File: config.mk
export PLATFORM = sky130hd
export DESIGN_NAME = psum_drain
export DESIGN_NICKNAME = d
export VERILOG_FILES = /design/src/rtl/corelet_pkg.sv /design/src/rtl/psum_drain_lane_add.sv /design/src/rtl/psum_drain.sv
export SDC_FILE = /design/constraint.sdc
export NUM_CORES = 1
export LEC_CHECK = 0
export CORE_MARGIN = 2
export CORE_UTILIZATION = 40
export CTS_BUF_LIST = sky130_fd_sc_hd__clkbuf_4
export DETAILED_ROUTE_END_ITERATION = 12
export DONT_BUFFER_PORTS = 1
export GPL_TIMING_DRIVEN = 0
export HOLD_SLACK_MARGIN = 0.06
export PLACE_DENSITY_LB_ADDON = 0.1
export SLEW_MARGIN = 20
export SYNTH_ARGS = -nofsm -noshare
export SYNTH_HDL_FRONTEND = slang
export SYNTH_SLANG_ARGS = --single-unit
export TNS_END_PERCENT = 20
File: constraint.sdc
create_clock -name clk -period 3.6 [get_ports clk]
set_input_delay 0.36 -clock clk [delete_from_list [all_inputs] [get_ports clk]]
set_output_delay 0.36 -clock clk [all_outputs]
set_load 0.01 [all_outputs]
File: src/rtl/corelet_pkg.sv
// ============================================================================
// corelet_pkg : shared lane geometry, drain FSM states and lane slice helper.
// Revision    : 1.0  initial release
// ============================================================================
`default_nettype none

package corelet_pkg;

  localparam int COL     = 8;
  localparam int PSUM_BW = 16;

  typedef enum logic [2:0] {
    S_IDLE   = 3'd0,
    S_FETCH  = 3'd1,
    S_RDWAIT = 3'd2,
    S_WRITE  = 3'd3,
    S_DONE   = 3'd4
  } drain_state_t;

  function automatic logic [PSUM_BW-1:0] lane_slice(
    input logic [COL*PSUM_BW-1:0] vec,
    input int                     lane
  );
    return vec[lane*PSUM_BW +: PSUM_BW];
  endfunction

endpackage

`default_nettype wire

File: src/rtl/psum_drain_lane_add.sv
// ============================================================================
// psum_lane_add : per-lane modulo-2^PSUM_BW add of two psum vectors, with an
//                 optional clamp of negative lanes to zero.
// Revision      : 1.0  initial release
// ============================================================================
`default_nettype none

module psum_lane_add
  import corelet_pkg::*;
(
  input  logic [COL*PSUM_BW-1:0] a,
  input  logic [COL*PSUM_BW-1:0] b,
  input  logic                   relu,
  output logic [COL*PSUM_BW-1:0] y
);

  for (genvar i = 0; i < COL; i++) begin : g_lane
    logic [PSUM_BW-1:0] s;
    assign s = lane_slice(a, i) + lane_slice(b, i);
    assign y[i*PSUM_BW +: PSUM_BW] = (relu && s[PSUM_BW-1]) ? '0 : s;
  end

endmodule

`default_nettype wire

File: src/rtl/psum_drain.sv
// ============================================================================
// psum_drain : pops psum vectors from the OFIFO and accumulates them across
//              NUM_KIJ kernel passes into the OP SRAM by read-modify-write.
// Revision   : 1.0  initial release
// ============================================================================
`default_nettype none

module psum_drain
  import corelet_pkg::*;
#(
  parameter int NUM_VEC = 36,
  parameter int NUM_KIJ = 9,
  parameter int ADDR_BW = 9,
  parameter bit RELU_EN = 1'b1
) (
  input  logic                   clk,
  input  logic                   reset,
  input  logic                   start,
  input  logic                   ofifo_valid,
  input  logic [COL*PSUM_BW-1:0] ofifo_out,
  output logic                   ofifo_rd,
  input  logic [COL*PSUM_BW-1:0] OP_q,
  output logic [COL*PSUM_BW-1:0] OP_d,
  output logic [ADDR_BW-1:0]     OP_addr,
  output logic                   OP_cen,
  output logic                   OP_wen,
  output logic                   pass_done,
  output logic                   seq_done
);

  localparam int KIJ_BW = (NUM_KIJ > 1) ? $clog2(NUM_KIJ) : 1;
  localparam int VEC_W  = COL * PSUM_BW;

  drain_state_t        state;
  drain_state_t        next_state;
  logic [ADDR_BW-1:0]  vec_cnt;
  logic [KIJ_BW-1:0]   kij_cnt;
  logic [VEC_W-1:0]    vec_reg;
  logic [VEC_W-1:0]    acc_reg;
  logic                pass_done_r;

  logic                last_vec;
  logic                last_kij;
  logic                pass_end;
  logic                relu_now;
  logic [VEC_W-1:0]    sum_vec;
  logic [VEC_W-1:0]    wr_vec;

  assign last_vec = (vec_cnt == ADDR_BW'(NUM_VEC - 1));
  assign last_kij = (kij_cnt == KIJ_BW'(NUM_KIJ - 1));
  assign pass_end = (state == S_WRITE) && last_vec;
  assign relu_now = RELU_EN && last_kij;

  psum_lane_add u_add (
    .a    (OP_q),
    .b    (vec_reg),
    .relu (1'b0),
    .y    (sum_vec)
  );

  // Second instance with a zero addend is used purely as the write-side clamp.
  psum_lane_add u_act (
    .a    (acc_reg),
    .b    ({VEC_W{1'b0}}),
    .relu (relu_now),
    .y    (wr_vec)
  );

  always_ff @(posedge clk) begin
    if (reset) begin
      state       <= S_IDLE;
      vec_cnt     <= '0;
      kij_cnt     <= '0;
      vec_reg     <= '0;
      acc_reg     <= '0;
      pass_done_r <= 1'b0;
    end else begin
      state       <= next_state;
      pass_done_r <= pass_end;
      case (state)
        S_IDLE: begin
          if (start) begin
            vec_cnt <= '0;
            kij_cnt <= '0;
          end
        end
        S_FETCH: begin
          if (ofifo_valid) begin
            vec_reg <= ofifo_out;
            if (kij_cnt == '0) acc_reg <= ofifo_out;
          end
        end
        S_RDWAIT: acc_reg <= sum_vec;
        S_WRITE: begin
          if (last_vec) begin
            vec_cnt <= '0;
            if (!last_kij) kij_cnt <= kij_cnt + 1'b1;
          end else begin
            vec_cnt <= vec_cnt + 1'b1;
          end
        end
        default: ;
      endcase
    end
  end

  // Outputs are decoded combinationally so a reset cycle suppresses them at once.
  always_comb begin
    next_state = state;
    ofifo_rd   = 1'b0;
    OP_cen     = 1'b1;
    OP_wen     = 1'b1;
    OP_addr    = '0;
    OP_d       = '0;
    seq_done   = 1'b0;
    pass_done  = 1'b0;
    if (!reset) begin
      pass_done = pass_done_r;
      case (state)
        S_IDLE: begin
          if (start) next_state = S_FETCH;
        end
        S_FETCH: begin
          if (ofifo_valid) begin
            ofifo_rd = 1'b1;
            if (kij_cnt == '0) begin
              next_state = S_WRITE;
            end else begin
              OP_cen     = 1'b0;
              OP_addr    = vec_cnt;
              next_state = S_RDWAIT;
            end
          end
        end
        S_RDWAIT: next_state = S_WRITE;
        S_WRITE: begin
          OP_cen  = 1'b0;
          OP_wen  = 1'b0;
          OP_addr = vec_cnt;
          OP_d    = wr_vec;
          if (last_vec && last_kij) next_state = S_DONE;
          else                      next_state = S_FETCH;
        end
        S_DONE: begin
          seq_done   = 1'b1;
          next_state = S_IDLE;
        end
        default: next_state = S_IDLE;
      endcase
    end
  end

endmodule

`default_nettype wire

======== Word level (Yosys, flattened, before mapping) ========
Cells that the tools add are included.
Widths: inputs -> output; s select.
storage, ports and cells
  bits of input ports ..................... 260
  flip-flop bits (word level) ............. 273
  output and inout bits ................... 142
operators by class
  multiplexer cells ....................... 41
  $add $sub $neg .......................... 10
  equal/unequal tests ..................... 11
  reduce and logical (&&, ||, !) cells .... 19
operator list
  operator             count
  $mux 128             4
  $pmux 128 s2         1
  $add 16x16->16       8
  $mux 16              8
  $mux 9               5
  $pmux 9 s2           2
  $mux 1               12
  $mux 4               3
  $pmux 3 s4           1
  $logic_and 1x1->1    10
  $ne 2x2->1 const B   5
  $add 9x1->9 const B  1
  $eq 9x6->1 const B   1
  $mux 3               3
  $pmux 4 s2           1
  $eq 3x2->1 const B   2
  $reduce_and 2->1     3
  $add 4x1->4 const B  1
  $eq 4x4->1 const B   1
  $logic_not 4->1      1
  $reduce_and 4->1     1
  $reduce_bool 2->1    2
  $eq 3x1->1 const B   1
  $eq 3x3->1 const B   1
  3 further kinds      3

======== Depth between registers and ports, before layout ========
  depth in word-level cells ............... 5
  depth in mapped cells ................... 11
  gate-level depth less buffers ........... 9

======== Hierarchy ========
A second synthesis with hierarchy kept.
second synthesis, totals
  cell total of the unflattened synthesis .. 3,310
  area, all modules ....................... 26,524.2 um^2
by module, submodules not included
  module                  seq. area each (um^2)  instances  area an instance (um^2)  cells each
  psum_drain              5,465.2                1          13,655.6                 1,443
  psum_lane_add at u_act  0.0                    1          6,910.4                  1,018
  psum_lane_add at u_add  0.0                    1          5,958.2                  849

======== Worst setup path after synthesis ========
Ideal clock, no wire load.
  kind .................................... input-to-reg
  start point ............................. input port OP_q[16]
  end point ............................... register acc_reg[28]
  data required time ...................... 3.509 ns
  library setup time ...................... 0.091 ns
  arrival ................................. 2.366 ns
  slack ................................... 1.143 ns
  stages on the path ...................... 9
  path buffers ............................ 0
  cells stage by stage .................... ha_1 fa_1 a211o_1 a21oi_2 o21ai_1 o41ai_1 xnor2_1 nor2_1 a311oi_1
between the ends
  word-level cells in the longest chain between the ends .. 2
RTL lines
  what                    RTL line                   text
  start: declaration      psum_drain.sv:22           input logic [COL*PSUM_BW-1:0] OP_q,
  $add 16x16->16          psum_drain_lane_add.sv:19  assign s = lane_slice(a, i) + lane_slice(b, i);
  $pmux 128 s2            psum_drain.sv:80           case (state)
  end signal: assignment  psum_drain.sv:90           if (kij_cnt == '0) acc_reg <= ofifo_out;
  end signal: assignment  psum_drain.sv:93           S_RDWAIT: acc_reg <= sum_vec;
  end: declaration        psum_drain.sv:39           logic [VEC_W-1:0] acc_reg;
Every way passes these cells.
A chain may end at the register's enable or synchronous reset.

======== Worst setup path after layout ========
  start point ............................. register state[2]
  end point ............................... output port OP_d[127]
between the ends
  word-level cells in the longest chain between the ends .. 3
RTL lines
  what                      RTL line           text
  start: declaration        psum_drain.sv:34   drain_state_t state;
  start signal: assignment  psum_drain.sv:78   state <= next_state;
  $eq 3x2->1                psum_drain.sv:119  case (state)
  $mux 128                  psum_drain.sv:119
  $mux 128                  psum_drain.sv:117  if (!reset) begin
  end: declaration          psum_drain.sv:23   output logic [COL*PSUM_BW-1:0] OP_d,
Every way passes these cells.

==> impl_metrics.json <==
{
  "status": "complete, no violations",
  "synthCells": 2161,
  "critPathLaunchType": "register",
  "die_x_microns": 209,
  "clk_pin_slew_ps": 60,
  "fillCellCount": 4169,
  "drtIter0Drc": 1238,
  "layout_min_cycle_time_ps": 3500,
  "clock_path_buffers": 3,
  "synth_top_area_share": 0.324,
  "vias": 17796,
  "p_per_area_nw_per_um2": 385,
  "synthArstFlopShare": 0,
  "finalInstanceArea_sq_um": 21400,
  "cts_max_level": 3,
  "hold_viol_final": 0,
  "timing.rr.end": "acc_reg[82]",
  "slowest_stage": "nor2_2",
  "yosysSeqAreaShare": 0.324,
  "antenna_found_initial": 5,
  "grtUsageTotal": 0.325,
  "slowest_delay_ps": 530,
  "yosys-top-cells-count": "461 x nand2_1, 273 x dfxtp_1, 245 x a21oi_1",
  "ir_drop_mv": 0.217,
  "yosysWarnings": 0,
  "r2r_start": "state[0]",
  "viasPerCell": 5.71,
  "seqCellArea_sq_um": 5470,
  "drv_slew": 0,
  "rsz0062_at_grt": "true",
  "core_area_sq_um": 41800,
  "cp_data_arrival_time_ps": 3140,
  "grt-ovfl-total": 0,
  "crit_fanout": 10,
  "worstSetupPathType": "reg2out",
  "grt_start_max_net_pins": 12,
  "met2_length_microns": 34200,
  "final_util": 0.512,
  "num_io_pins": 402,
  "cp.required_ps": 3240,
  "max_freq_ghz": 0.285,
  "worst_slew_pin_slew_ps": 1150,
  "synthTopCellsByArea": "dfxtp_1 32%, nand2_1 10%, ha_1 9.1%, a21oi_1 7.3%, and2_1 5.2%",
  "ys.flop_type": "dfxtp_1",
  "rrSetupSlack_ps": 510,
  "synth_fp_nets": 2552,
  "cp_cell_sequence": "nor2b_4 -> nand2_1 -> or2_1 -> buf_4 -> nor2_2 -> and2_1",
  "numCtsBuffers": 84,
  "relSlewSlack": 0.232,
  "reg2regPathDepth": 6,
  "remaining_drc_errors": 0,
  "cpLargestDelayFamily": "simple AND/OR/NAND/NOR gates",
  "syn_area_per_cell_sq_um": 7.81,
  "syn2layout_area_growth_pct": 26.6,
  "syn_area_sq_um": 16900,
  "setup_viol": 0,
  "root_buffer": "clkbuf_4",
  "grt_pass1_wl_microns": 107000,
  "avgRoutedWirePerCell_microns": 23.4,
  "hold_class": "in2reg",
  "synth_top_area_cell": "dfxtp_1",
  "cts_tree": "yes",
  "placed_area_sq_um": 17600,
  "routed.top_layer": "met4",
  "place.gp.congestion": 0.933,
  "ys_ff_latch": 273,
  "portBuffers": 0,
  "routed-wl-met3_microns": 6040,
  "place_hpwl_microns": 52500,
  "grt_pass1_vias": 17719,
  "wl_met1_microns": 30100,
  "leakage_nw": 8.61,
  "final_layout_size_suffix_gt1_frac": 0.0832,
  "cp-startpoint": "state[2]",
  "hold_end": "acc_reg[40]",
  "synth_edf_count": 0,
  "wl_microns": 73000,
  "critical_path_buf_inv_count": 1,
  "ys_types": 77,
  "fin_nets": 2914,
  "clock-skew-final_ps": 51.4,
  "fin_crit_sh": 0.973,
  "hp-start": "OP_q[39]",
  "postLayoutSetupSlackWorst_ps": 96.8,
  "drtPass1Iterations": 5,
  "cp-end-kind": "primary output",
  "post-place-ws_ps": 472,
  "row_count": 75,
  "cts.sinks": 273,
  "dieArea_sq_um": 43900,
  "hold_depth": 4,
  "finalSetupTns_ps": 0,
  "yosysMostFrequentCell": "nand2_1",
  "die_height_microns": 209,
  "start_util": 0.404,
  "clk_latency_ps": 830,
  "multiInputGateArea_sq_um": 10800,
  "antenna_left": 0,
  "cap_violations": 0
}
-- power by group --
group | internal (mW) | total [mW] | leakage, nW | switching, mW
Clock | 1.53 | 3.03 | 0.588 | 1.51
Sequential | 3.22 | 3.34 | 2.23 | 0.117
Combinational | 0.784 | 1.86 | 5.79 | 1.08
Total | 5.53 | 8.23 | 8.61 | 2.70
-- cell type report --
class / instances / share of cell area
antenna: 7 / 0.000819
buffer: 126 / 0.0255
clock buffer: 115 / 0.0404
clock inverter: 21 / 0.00498
inverter: 26 / 0.00457
multi-input combinational: 1736 / 0.507
sequential: 273 / 0.256
tap: 539 / 0.0315
timing repair buffer: 276 / 0.129
-- per-layer routing --
metal / track usage / vias up
li1: - / 8413
met1: 0.394 / 8511
met2: 0.549 / 714
met3: 0.0884 / 158
met4: 0.124 / 0
met5: 0 / -
-- repair_timing --
| item | 4_1_cts | 5_1_grt |
|---|---|---|
| hold buffers | 276 | 0 |
| setup buffers | 0 | 0 |
| hold endpoints to repair | 260 | 0 |
| resized for setup | 12 | 8 |
| setup endpoints to repair | 88 | 75 |
-- kinds of logic (layout without fill, tap and decap cells) --
logic type	count (synthesis)	after routing	synth area share
other cells	0	7	0
buf+inv	152	564	0.0370
xor+xnor	96	96	0.0498
mux	14	14	0.00838
flops	273	273	0.324
compound gates	613	613	0.243
fa+ha+maj	131	131	0.101
simple gates	882	882	0.238
-- placed cells by master, fill, tap and decap left out, types with 18 or more instances in the layout --
cell,n
o22ai_1,18
nor2_1,138
dfxtp_1,273
clkbuf_1,79
nand2b_1,18
o21a_1,18
a21o_1,40
nor3_1,19
xor2_1,49
ha_1,123
nand3_1,23
inv_1,26
dlygate4sd3_1,276
buf_2,27
xnor2_1,47
o21ai_0,44
a21oi_1,243
a22oi_1,23
a211oi_1,26
clkbuf_4,116
a311oi_1,55
nand2_1,461
and2_1,141
-- how the worst max path moves through the flow --
stage	to	slack (ps)	cells after the start
5_1_grt	OP_d[77]	-50	7
6_report	OP_d[127]	100	6
2_1_floorplan	acc_reg[28]	1140	9
4_1_cts	OP_d[45]	-2	7
3_3_place_gp	OP_d[60]	470	7
3_5_place_dp	ofifo_rd	470	5
-- worst register-to-register path, stage by stage, from the launching register on --
cell      delay, ps
dfxtp_1         340
buf_2           210
or3b_1          270
buf_2           400
clkbuf_1        830
clkbuf_1        620
a311oi_1        200
-- through the flow --
stage	hold WS (ps)	power (mW)	std cells
after floorplan	440	4.43	2161
after global placement	446	4.87	2700
after detailed placement	451	4.89	2700
after CTS	61.8	8.24	3112
after global routing	73.8	8.62	3117
final	97.7	8.23	3119
No activity file was read; power rests on OpenSTA's default activity.
